===== src/rtl/rr_issue_arbiter.sv =====
// rr_issue_arbiter: round-robin arbiter that shares one resource among N
// requesters, with a registered one-hot/index grant and a valid/ready handshake.
//
// Ports:
//   clk, rst_n    clock, asynchronous active-low reset
//   req_i[N]      per-requester request
//   lock_i[N]     per-requester lock hint (only when RR_ARB_LOCK_EN is defined)
//   gnt_ready_i   resource accepts the current grant
//   gnt_valid_o   a grant is presented
//   gnt_onehot_o  one-hot grant, zero when idle
//   gnt_idx_o     grant index, zero when idle
//   rr_ptr_o      current priority pointer
//
// Optional feature macro: RR_ARB_LOCK_EN adds lock_i. On a fire whose granted
// requester has both lock and req high, the same requester is granted again
// and the pointer holds.
module rr_issue_arbiter #(
  parameter int N     = 8,
  parameter int IDX_W = $clog2(N)
) (
  input  logic             clk,
  input  logic             rst_n,
  input  logic [N-1:0]     req_i,
`ifdef RR_ARB_LOCK_EN
  input  logic [N-1:0]     lock_i,
`endif
  input  logic             gnt_ready_i,
  output logic             gnt_valid_o,
  output logic [N-1:0]     gnt_onehot_o,
  output logic [IDX_W-1:0] gnt_idx_o,
  output logic [IDX_W-1:0] rr_ptr_o
);

  typedef enum logic {
    IDLE  = 1'b0,
    GRANT = 1'b1
  } state_e;

  localparam logic [IDX_W-1:0] LAST = IDX_W'(N - 1);
  localparam logic [IDX_W:0]   NW   = (IDX_W + 1)'(N);
  localparam logic [N-1:0]     ONE  = N'(1);

  state_e           state_q, state_d;
  logic [IDX_W-1:0] idx_q, idx_d;
  logic [IDX_W-1:0] ptr_q, ptr_d;
  logic [N-1:0]     oh_q, oh_d;

  logic             fire;
  logic             hold;
  logic [IDX_W-1:0] ptr_inc;
  logic [IDX_W-1:0] base;
  logic             found;
  logic [IDX_W-1:0] win;
  logic [IDX_W:0]   sum;
  logic [IDX_W-1:0] cand;

  assign fire = (state_q == GRANT) && gnt_ready_i;

`ifdef RR_ARB_LOCK_EN
  assign hold = fire && lock_i[idx_q] && req_i[idx_q];
`else
  assign hold = 1'b0;
`endif

  // Explicit wrap so non-power-of-two N never leaves the legal range.
  assign ptr_inc = (idx_q == LAST) ? '0 : idx_q + 1'b1;

  // The selection base is the pointer as it will be after this cycle,
  // so a fire re-arbitrates from the advanced pointer in the same cycle.
  always_comb begin
    base = ptr_q;
    if (fire && !hold) base = ptr_inc;
  end

  // Rotated bottom-up priority encode starting at base.
  always_comb begin
    found = 1'b0;
    win   = '0;
    sum   = '0;
    cand  = '0;
    for (int k = 0; k < N; k++) begin
      sum = {1'b0, base} + (IDX_W + 1)'(k);
      if (sum >= NW) sum = sum - NW;
      cand = sum[IDX_W-1:0];
      if (!found && req_i[cand]) begin
        found = 1'b1;
        win   = cand;
      end
    end
  end

  always_comb begin
    state_d = state_q;
    idx_d   = idx_q;
    ptr_d   = ptr_q;
    unique case (state_q)
      IDLE: begin
        if (found) begin
          state_d = GRANT;
          idx_d   = win;
        end
      end
      GRANT: begin
        if (fire) begin
          ptr_d = base;
          if (hold) begin
            idx_d = idx_q;
          end else if (found) begin
            idx_d = win;
          end else begin
            state_d = IDLE;
            idx_d   = '0;
          end
        end
      end
      default: begin
        state_d = IDLE;
        idx_d   = '0;
      end
    endcase
  end

  assign oh_d = (state_d == GRANT) ? (ONE << idx_d) : '0;

  always_ff @(posedge clk or negedge rst_n) begin
    if (!rst_n) begin
      state_q <= IDLE;
      idx_q   <= '0;
      ptr_q   <= '0;
      oh_q    <= '0;
    end else begin
      state_q <= state_d;
      idx_q   <= idx_d;
      ptr_q   <= ptr_d;
      oh_q    <= oh_d;
    end
  end

  assign gnt_valid_o  = (state_q == GRANT);
  assign gnt_onehot_o = oh_q;
  assign gnt_idx_o    = idx_q;
  assign rr_ptr_o     = ptr_q;

endmodule


===== config.mk =====
export PLATFORM = sky130hd
export DESIGN_NAME = rr_issue_arbiter
export DESIGN_NICKNAME = d
export VERILOG_FILES = /design/src/rtl/rr_issue_arbiter.sv
export SDC_FILE = /design/constraint.sdc
export NUM_CORES = 1
export LEC_CHECK = 0
export BUFFER_PORTS_ARGS = -buffer_cell sky130_fd_sc_hd__buf_2
export CORE_ASPECT_RATIO = 1.5
export CORE_MARGIN = 1
export CORE_UTILIZATION = 58
export DETAILED_ROUTE_END_ITERATION = 7
export PLACE_DENSITY = 0.9
export SYNTH_ARGS = -nofsm -noshare
export SYNTH_HDL_FRONTEND = slang
export SYNTH_SLANG_ARGS = --single-unit

===== constraint.sdc =====
create_clock -name clk -period 4.3 [get_ports clk]
set_input_delay 0.215 -clock clk [delete_from_list [all_inputs] [get_ports clk]]
set_output_delay 0.215 -clock clk [all_outputs]
set_load 0.02 [all_outputs]

==> results of run 1 <==
## how the worst min path moves through the flow
stage                                 end  start  depth (start not counted)
after floorplan              gnt_idx_o[0]  rst_n                          0
final                     gnt_onehot_o[4]  rst_n                          2
after detailed placement  gnt_onehot_o[7]  rst_n                          1
after CTS                 gnt_onehot_o[2]  rst_n                          2
after global placement    gnt_onehot_o[2]  rst_n                          1
after global routing      gnt_onehot_o[0]  rst_n                          2
## synth_stat cells (2+ instances only)
cell type | number | area [sq um]
nand3_1 | 26 | 130.1
dfrtp_1 | 15 | 375.4
o21ai_0 | 13 | 65.06
nand2_1 | 11 | 41.29
a21oi_1 | 10 | 50.05
nor2_1 | 9 | 33.78
and3_1 | 8 | 50.05
inv_1 | 8 | 30.03
mux2i_1 | 7 | 70.07
nor3_1 | 6 | 30.03
a2111oi_0 | 5 | 43.79
a21boi_0 | 5 | 37.54
a31oi_1 | 5 | 31.28
buf_2 | 5 | 25.02
mux2_2 | 5 | 56.30
nand4_1 | 5 | 31.28
and2_1 | 4 | 25.02
clkbuf_1 | 4 | 15.01
ha_1 | 4 | 50.05
mux4_2 | 4 | 90.09
xnor2_1 | 4 | 35.03
a32oi_1 | 3 | 26.28
nor3b_1 | 3 | 22.52
o211ai_1 | 3 | 22.52
o31ai_1 | 3 | 22.52
or4_1 | 3 | 22.52
a211o_1 | 2 | 17.52
a211oi_1 | 2 | 15.01
a21bo_2 | 2 | 20.02
a221o_1 | 2 | 20.02
a31o_2 | 2 | 17.52
inv_2 | 2 | 7.510
nor3b_2 | 2 | 25.02
nor4_1 | 2 | 12.51
## area by class of cell
class	count	area, sq um
flip-flops and latches	15	375.4
fillers	231	893.4
well taps	39	48.80
repair buffers	33	187.7
clock buffers	4	45.04
inverters	10	37.54
multi-input cells	186	1385
## per-stage QoR
stage / cells / utilization / cell area, sq um / setup slack [ns] / hold slack (ns)
2_1_floorplan: 222 / - / 1857 / 0.4278 / -0.08059
3_3_place_gp: 282 / 0.6810 / 2024 / 0.5710 / 0.1206
3_5_place_dp: 282 / 0.6810 / 2024 / 0.4532 / 0.1220
4_1_cts: 287 / 0.6995 / 2079 / 0.3871 / 0.3992
5_1_grt: 287 / 0.6995 / 2079 / 0.09460 / 0.4430
6_report: 287 / 0.6995 / 2079 / 0.3358 / 0.4197
## kinds of logic after synthesis
logic type | Yosys count | synth area share
flops | 15 | 0.2022
simple gates | 87 | 0.2635
mux | 16 | 0.1166
compound gates | 75 | 0.3201
xor+xnor | 4 | 0.01887
fa+ha+maj | 4 | 0.02696
buf+inv | 21 | 0.05189
## what timing repair did
item                                   4_1_cts  5_1_grt
setup endpoints to repair                    0        0
endpoints found under the hold margin       15        0
hold buffers                                 1        0
## sequential cells by signal, summed over array words and instances, names as in the netlist
| signal | count |
|---|---|
| gnt_idx_o | 3 |
| gnt_onehot_o | 8 |
| rr_ptr_o | 3 |
| gnt_valid_o | 1 |
## layout by cell type, fill, tap and decap left out, drive strengths merged, types with 3 or more instances in the layout
cell / count
a2111oi: 6
a211oi: 3
a21boi: 6
a21oi: 11
a31oi: 5
a32oi: 3
and2: 4
and3: 8
buf: 32
clkbuf: 4
dfrtp: 15
ha: 4
inv: 10
mux2: 5
mux2i: 7
mux4: 4
nand2: 11
nand3: 26
nand4: 5
nor2: 9
nor3: 6
nor3b: 5
o211ai: 3
o21ai: 13
o31ai: 3
or4: 3
xnor2: 4
## metal layers
layer	up-vias	global-route usage
li1	940	-
met2	128	0.6074
met1	1003	0.4810
met5	-	0
met4	0	0.2284
met3	43	0.05038
==> flow_metrics.py, run 1 <==
metrics = {
    "global_route": {
        "grt_max_degree": 20,
        "grt_pass1_wl_mm": 9.701,
        "grt_usage": 0.3867,
        "overflow": 0,
        "grt_pass1_vias": 2052,
        "antenna_found_initial": 0,
    },
    "setup_path": {
        "crit_path_end_kind": "register",
        "cp_num_cells": 12,
        "crit_family": "simple AND/OR/NAND/NOR gates",
        "critical_path_arrival_ns": 4.08,
        "worstSetupStartpointType": "register",
        "worst-setup-path-type": "reg2reg",
        "crit_slowest_cell": "nor3_1",
        "rrSetupSlack_ns": 0.34,
        "cp_slowest_stage_delay_ns": 0.45,
        "rr_worst_depth": 12,
        "path_buf_inv": 1,
        "cp.required_ns": 4.41,
        "cp_cell_sequence": "ha_1, and3_1, nor2_1, inv_2, ha_1, mux4_2, o41ai_4, o22ai_2, nor3_1, nor2_1, a31oi_1, nor3b_1",
        "reg2reg_to": "gnt_onehot_o[5]",
        "crit_fanout": 9,
        "cp-startpoint": "gnt_idx_o[0]",
        "regToRegStartpoint": "gnt_idx_o[0]",
        "endpoint": "gnt_onehot_o[5]",
    },
    "timing": {
        "hold_viol_final": 0,
        "drv_slew": 0,
        "timing.final.crit_period_ns": 3.964,
        "fin_setup_tns_ns": 0,
        "rsz0062_at_grt": "false",
        "setup_violations": 0,
        "clock_skew_ns": 0.002191,
        "tightestPinTransition_ns": 0.5298,
        "max_freq_mhz": 252.3,
        "fin_crit_sh": 0.9219,
        "slew_headroom": 0.6377,
    },
    "clocking": {
        "clock_latency_ns": 0.24,
        "cts.sink_count": 15,
        "numCtsBuffers": 3,
        "clkTransAtPathRegs_ns": 0.05,
        "ctsResizeCount": 0,
        "clockBufferDepth": 2,
        "tritoncts": "yes",
        "htree_levels": 1,
        "cts_root_buf": "clkbuf_8",
        "post-cts-setup-buffers": 0,
    },
    "die": {
        "core_area_sq_um": 2973,
        "start_util": 0.6246,
        "die_h_microns": 71.30,
        "row_count": 24,
        "die_x_microns": 48.20,
        "die-area_sq_um": 3436,
        "num_io_pins": 26,
    },
    "synthesis": {
        "syn_area_sq_um": 1857,
        "synth_seq_cells": 15,
        "synth_cells": 222,
        "synth-main-ff-cell": "dfrtp_1",
        "syn_nets": 237,
        "async_flop_share": 1.000,
        "synth-seq-area-share": 0.2022,
        "synth_edf_count": 0,
        "ys_warn_count": 0,
        "syn-mean-instance-area_sq_um": 8.364,
        "ys_types": 62,
    },
    "run": {
        "drv_cap": 0,
    },
    "min_path": {
        "worst_hold_path_type": "in2async",
    },
    "routing": {
        "finalWirelength_mm": 5.575,
        "drcViolationCount": 0,
        "wl_met1_mm": 1.989,
        "wl_met3_microns": 357,
        "drtIter0Drc": 117,
        "firstDrtPassIters": 5,
        "vias_per_cell": 7.366,
        "ant_nets": 0,
        "vias": 2114,
        "routedWlPerCell_microns": 19.43,
        "dr_wl_met2_mm": 2.858,
        "top_layer": "met4",
    },
    "placed_design": {
        "dp_hpwl_mm": 4.318,
        "port_buffers": 25,
        "gp_congestion": 1.005,
    },
    "cells_and_area": {
        "drive_above_1_share": 0.2500,
        "fin_nets": 264,
        "area_delta_synth_final_pct": 11.99,
        "antenna_cells": 0,
    },
    "run_status": {
        "status": "finished clean",
    },
}
Power of run 1 is left out: the tool's default activity adds up to more than one toggle a clock period on the data nets, which glitch-free logic cannot reach.
==> inputs of run 2 (changes only) <==
--- a/config.mk
+++ b/config.mk
@@ -5,12 +5,13 @@
 export SDC_FILE = /design/constraint.sdc
 export NUM_CORES = 1
 export LEC_CHECK = 0
+export ABC_AREA = 1
 export BUFFER_PORTS_ARGS = -buffer_cell sky130_fd_sc_hd__buf_2
 export CORE_ASPECT_RATIO = 1.5
 export CORE_MARGIN = 1
-export CORE_UTILIZATION = 58
+export CORE_UTILIZATION = 56
 export DETAILED_ROUTE_END_ITERATION = 7
-export PLACE_DENSITY = 0.9
+export PLACE_DENSITY = 0.88
 export SYNTH_ARGS = -nofsm -noshare
 export SYNTH_HDL_FRONTEND = slang
 export SYNTH_SLANG_ARGS = --single-unit
==> run 2 against run 1 <==
  * Clock-buffer cell count stayed put
  * Routed wire length shrank 25%
  * Non-clock buffer count is 5 lower
  * Die area fell by 12%
  * Core utilization shrank 4.1 points
  * Hold slack worse by 0.11 ns
  * Fmax up 10%
  * Via count down 15%
==> flow_metrics.py, run 2 <==
metrics = {
    "placed_design": {
        "gp_congestion": 0.9594,
        "dp_hpwl_mm": 3.341,
        "port_buffers": 25,
        "dpl.cell_count": 324,
    },
    "die": {
        "die_x_microns": 45.24,
        "row_count": 23,
        "num_io_pins": 26,
        "start_util": 0.5867,
        "core_area_sq_um": 2676,
        "die_h_microns": 66.86,
        "die-area_sq_um": 3024,
    },
    "clocking": {
        "cts.sink_count": 15,
        "clockBufferDepth": 2,
        "clock_latency_ns": 0.24,
        "ctsResizeCount": 0,
        "hold_buffers": 1,
        "clkTransAtPathRegs_ns": 0.05,
        "htree_levels": 1,
        "cts_root_buf": "clkbuf_8",
        "tritoncts": "yes",
        "numCtsBuffers": 3,
        "post-cts-setup-buffers": 0,
    },
    "routing": {
        "finalWirelength_mm": 4.189,
        "vias": 1792,
        "ant_nets": 0,
        "firstDrtPassIters": 4,
        "drtIter0Drc": 60,
        "drcViolationCount": 0,
        "vias_per_cell": 5.447,
        "routedWlPerCell_microns": 12.73,
    },
    "synthesis": {
        "synth_top_family_by_area": "simple AND/OR/NAND/NOR gates",
        "synth_fa_ha_area_frac": 0.03187,
        "synth_seq_cells": 15,
        "syn_nets": 280,
        "syn-mean-instance-area_sq_um": 5.925,
        "synth-compound-area-share": 0.04622,
        "ys_types": 23,
        "async_flop_share": 1.000,
        "synthSimpleGateAreaFrac": 0.5705,
        "synth_top_area_frac": 0.2390,
        "synth-main-ff-cell": "dfrtp_1",
        "syn_area_sq_um": 1570,
        "synthMuxAreaShare": 0,
        "synth.most_common_cell": "nand2_1",
        "synth_area_leaders": "dfrtp_1 24%, nand2_1 22%, nand3_1 18%",
        "synth-seq-area-share": 0.2390,
        "ys_top_cells_by_count": "94 x nand2_1, 57 x nand3_1, 34 x inv_1, 24 x nor2_1, 15 x dfrtp_1",
        "synth_largest_area_cell": "dfrtp_1",
        "ys_warn_count": 0,
        "synth_edf_count": 0,
        "synth_xor_area_frac": 0,
        "synth_cells": 265,
    },
    "setup_path": {
        "worstSetupStartpointType": "register",
        "cp.required_ns": 4.47,
        "endpoint": "gnt_onehot_o[4]",
        "worst-setup-path-type": "reg2reg",
        "reg2reg_to": "gnt_onehot_o[4]",
        "rrSetupSlack_ns": 0.71,
        "rr_worst_depth": 20,
        "cp-startpoint": "gnt_valid_o",
        "critical_path_arrival_ns": 3.76,
        "crit_path_end_kind": "register",
        "crit_fanout": 12,
        "regToRegStartpoint": "gnt_valid_o",
    },
    "timing": {
        "max_freq_mhz": 278.6,
        "fin_setup_tns_ns": 0,
        "clock_skew_ns": 0.001859,
        "timing.hold.ws_ns": 0.3126,
        "rsz0062_at_grt": "false",
        "fin_crit_sh": 0.8346,
        "tightestPinTransition_ns": 0.4535,
        "slew_headroom": 0.6970,
        "setup_violations": 0,
        "timing.final.crit_period_ns": 3.589,
        "hold_viol_final": 0,
        "drv_slew": 0,
    },
    "cells_and_area": {
        "antenna_cells": 0,
        "area_delta_synth_final_pct": 12.27,
        "final_cell_mix": "94 x nand2_1, 57 x nand3_1, 34 x inv_1",
        "final_common_cell": "nand2_1",
        "largest_register_ffs": 8,
        "drive_above_1_share": 0.1610,
        "final_cell_count_no_fill": 329,
        "fin_nets": 308,
        "nFillCells": 262,
    },
    "global_route": {
        "grt_max_degree": 16,
        "grt_pass1_vias": 1773,
        "grt_pass1_wl_mm": 7.327,
        "grt_usage": 0.3346,
        "antenna_found_initial": 0,
        "overflow": 0,
    },
    "min_path": {
        "worst_hold_path_type": "in2reg",
    },
    "run_status": {
        "status": "finished clean",
    },
    "run": {
        "drv_cap": 0,
    },
}
==> run 2: worst min path at each step <==
stage | end | slack (ns) | cells after the start | from
CTS | gnt_valid_o | 0.31 | 4 | gnt_ready_i
detailed placement | gnt_onehot_o[6] | 0.12 | 1 | rst_n
global placement | gnt_onehot_o[2] | 0.12 | 1 | rst_n
global route | gnt_valid_o | 0.34 | 4 | gnt_ready_i
floorplan | gnt_idx_o[0] | -0.08 | 0 | rst_n
finish | gnt_valid_o | 0.31 | 4 | gnt_ready_i
==> run 2: layout make-up <==
type                       instances  area (sq um)  share of cell area
clock buffer                       4         45.04             0.02555
multi-input combinational        211          1018              0.5777
sequential                        15         375.4              0.2129
tap                               37         46.29             0.02626
timing repair buffer              28         150.1             0.08517
inverter                          34         127.6             0.07239
==> run 2: through the flow <==
step	setup WS [ns]	util	instance area (sq um)
2_1_floorplan	1.435	-	1570
3_3_place_gp	0.9107	0.6381	1708
3_5_place_dp	0.7976	0.6381	1708
4_1_cts	0.7443	0.6587	1763
5_1_grt	0.2325	0.6587	1763
6_report	0.7112	0.6587	1763
==> run 2: cell families (layout without fill, tap and decap cells) <==
kind of cell	Yosys count	count (layout)
fa+ha+maj	4	4
buf+inv	39	66
flops	15	15
compound gates	10	10
simple gates	197	197
==> run 2: metal layers <==
layer / up-vias / GRT usage / part of all wire
li1: 912 / - / -
met5: - / 0 / 0
met1: 782 / 0.3442 / 0.38
met2: 75 / 0.5978 / 0.51
met4: 0 / 0.2462 / 0.058
met3: 23 / 0.02981 / 0.051
==> run 2: critical path, cell delays in order (launching register included) <==
cell and delay, ns:
dfrtp_1 0.41, nand2_1 0.37, inv_1 0.17, nand2_1 0.33
nand2_2 0.21, ha_1 0.40, inv_1 0.11, nand3_1 0.10
nand2_1 0.12, nand2_1 0.07, nand2_1 0.10, nand3_1 0.08
nand2_1 0.08, nand2_1 0.05, nor2_1 0.10, nand3_1 0.10
nor2_1 0.27, nor2_1 0.08, nor2_1 0.14, nand2_1 0.11
nor2_1 0.12
Power of run 2 is left out for the same reason.
==> inputs of run 3 (changes only) <==
--- a/config.mk
+++ b/config.mk
@@ -9,9 +9,9 @@
 export BUFFER_PORTS_ARGS = -buffer_cell sky130_fd_sc_hd__buf_2
 export CORE_ASPECT_RATIO = 1.5
 export CORE_MARGIN = 1
-export CORE_UTILIZATION = 56
+export CORE_UTILIZATION = 51
 export DETAILED_ROUTE_END_ITERATION = 7
-export PLACE_DENSITY = 0.88
+export PLACE_DENSITY = 0.85
 export SYNTH_ARGS = -nofsm -noshare
 export SYNTH_HDL_FRONTEND = slang
 export SYNTH_SLANG_ARGS = --single-unit
==> constraint.sdc (replaced) <==
create_clock -name clk -period 3.03 [get_ports clk]
set_input_delay 0.1515 -clock clk [delete_from_list [all_inputs] [get_ports clk]]
set_output_delay 0.1515 -clock clk [all_outputs]
set_load 0.02 [all_outputs]
==> run 3 against run 2 <==
  * Die area increased by 9.4%
  * Hold slack got worse by 0.020 ns
  * Global-route usage decreased by 3.3 points
  * Non-clock buffer count increased by 22
  * Fmax increased by 23%
  * Critical endpoint is now gnt_onehot_o[6]
  * Final cell count increased by 7.3%
  * Clock-buffer cell count unchanged
  * Routed wire length increased by 22%
  * Register-to-register slack got worse by 0.61 ns
==> flow_metrics.py, run 3 (same netlist as run 2, synthesis figures left out) <==
metrics = {
    "run_status": {
        "status": "finished clean",
    },
    "timing": {
        "drv_slew": 0,
        "fin_crit_sh": 0.9656,
        "timing.final.crit_period_ns": 2.926,
        "setup_violations": 0,
        "tightestPinTransition_ns": 0.3684,
        "fin_ws_ns": 0.1041,
        "slew_headroom": 0.7544,
        "hold_viol_final": 0,
        "max_freq_mhz": 341.8,
        "clock_skew_ns": 0.002477,
    },
    "placed_design": {
        "port_buffers": 25,
        "dp_hpwl_mm": 3.498,
        "pre_cts_ws_ns": 0.02093,
        "gp_congestion": 0.9374,
    },
    "clocking": {
        "clockBufferDepth": 2,
        "cts.sink_count": 15,
        "clkTransAtPathRegs_ns": 0.05,
        "htree_levels": 1,
        "clock_latency_ns": 0.24,
        "tritoncts": "yes",
        "cts_root_buf": "clkbuf_8",
        "numCtsBuffers": 3,
    },
    "die": {
        "die_h_microns": 69.96,
        "core_area_sq_um": 2913,
        "num_io_pins": 26,
        "start_util": 0.5391,
        "die-area_sq_um": 3309,
        "row_count": 24,
        "die_x_microns": 47.31,
    },
    "routing": {
        "firstDrtPassIters": 5,
        "finalWirelength_mm": 5.094,
        "drcViolationCount": 0,
        "vias_per_cell": 5.720,
        "routedWlPerCell_microns": 14.43,
        "drtIter0Drc": 130,
        "ant_nets": 0,
        "vias": 2019,
    },
    "setup_path": {
        "worstSetupStartpointType": "register",
        "crit_fanout": 4,
        "reg2reg_to": "gnt_onehot_o[6]",
        "critical_path_arrival_ns": 3.10,
        "crit_path_end_kind": "register",
        "rr_worst_depth": 20,
        "endpoint": "gnt_onehot_o[6]",
        "regToRegStartpoint": "gnt_idx_o[0]",
        "cp-startpoint": "gnt_idx_o[0]",
        "rrSetupSlack_ns": 0.10,
        "cp.required_ns": 3.21,
        "worst-setup-path-type": "reg2reg",
    },
    "cells_and_area": {
        "final_util": 0.7156,
        "area_delta_synth_final_pct": 32.75,
        "final_common_cell": "nand2_1",
        "largest_register_ffs": 8,
        "antenna_cells": 0,
        "drive_above_1_share": 0.3089,
        "fin_nets": 330,
        "final_cell_mix": "84 x nand2_1, 50 x nand3_1, 32 x inv_1",
    },
    "global_route": {
        "antenna_found_initial": 0,
        "grt_max_degree": 16,
        "grt_pass1_vias": 1754,
        "grt_usage": 0.3015,
        "overflow": 0,
        "grt_pass1_wl_mm": 7.293,
    },
    "run": {
        "drv_cap": 0,
    },
    "min_path": {
        "worst_hold_path_type": "in2reg",
    },
}
run 3: cell type report:
| cell class | count | area (sq um) |
|---|---|---|
| Fill cell | 243 | 828.3 |
| Multi-Input combinational cell | 211 | 1162 |
| Timing Repair Buffer | 50 | 322.8 |
| Inverter | 34 | 130.1 |
| Tap cell | 39 | 48.80 |
| Sequential cell | 15 | 375.4 |
| Clock buffer | 4 | 45.04 |
run 3: worst max-delay path: stages, from the launching register on:
cell and delay (ns):
dfrtp_1 0.39, ha_2 0.19, ha_2 0.16, nor2_1 0.04, nand2_1 0.09, nand2_2 0.11
ha_4 0.34, inv_4 0.06, nand3_2 0.09, nand3_1 0.12, nand2_2 0.14, nand3_4 0.10
nor2_4 0.13, nand4_1 0.10, nor2_2 0.18, nor2_2 0.07, nor2_1 0.17, inv_1 0.08
o21ai_2 0.09, nand2_1 0.11, nor2_1 0.09
run 3: stage by stage:
step,hold slack (ns),instance area (sq um),cells,setup TNS [ns]
6_report,0.2922,2085,353,0
5_1_grt,0.3309,2085,353,-0.5575
4_1_cts,0.2922,1838,340,0
3_5_place_dp,0.05955,1778,335,0
3_3_place_gp,0.06060,1778,335,0
2_1_floorplan,-0.1441,1570,265,0
run 3: how the worst min path moves through the flow:
| stage | startpoint | to | slack [ns] | cells past startpoint |
|---|---|---|---|---|
| after floorplan | rst_n | gnt_idx_o[0] | -0.14 | 0 |
| after global placement | rst_n | gnt_onehot_o[6] | 0.06 | 1 |
| after detailed placement | rst_n | gnt_onehot_o[2] | 0.06 | 1 |
| after CTS | gnt_ready_i | rr_ptr_o[1] | 0.29 | 4 |
| after global routing | gnt_ready_i | rr_ptr_o[1] | 0.33 | 4 |
| final | gnt_ready_i | rr_ptr_o[1] | 0.29 | 4 |
run 3: routing by layer:
metal	GRT usage	part of all wire	vias up
met5	0	0	-
met1	0.3228	0.36	921
met4	0.1810	0.057	0
li1	-	-	954
met2	0.5190	0.53	111
met3	0.03618	0.056	33
run 3: repair_timing:
action	in CTS	in global routing
gates cloned	0	1
hold buffers	1	0
resized for setup	1	39
endpoints found under the hold margin	15	0
pin swaps	0	24
setup endpoints to repair	2	11
setup buffers	0	12
Power of run 3 is left out for the same reason.
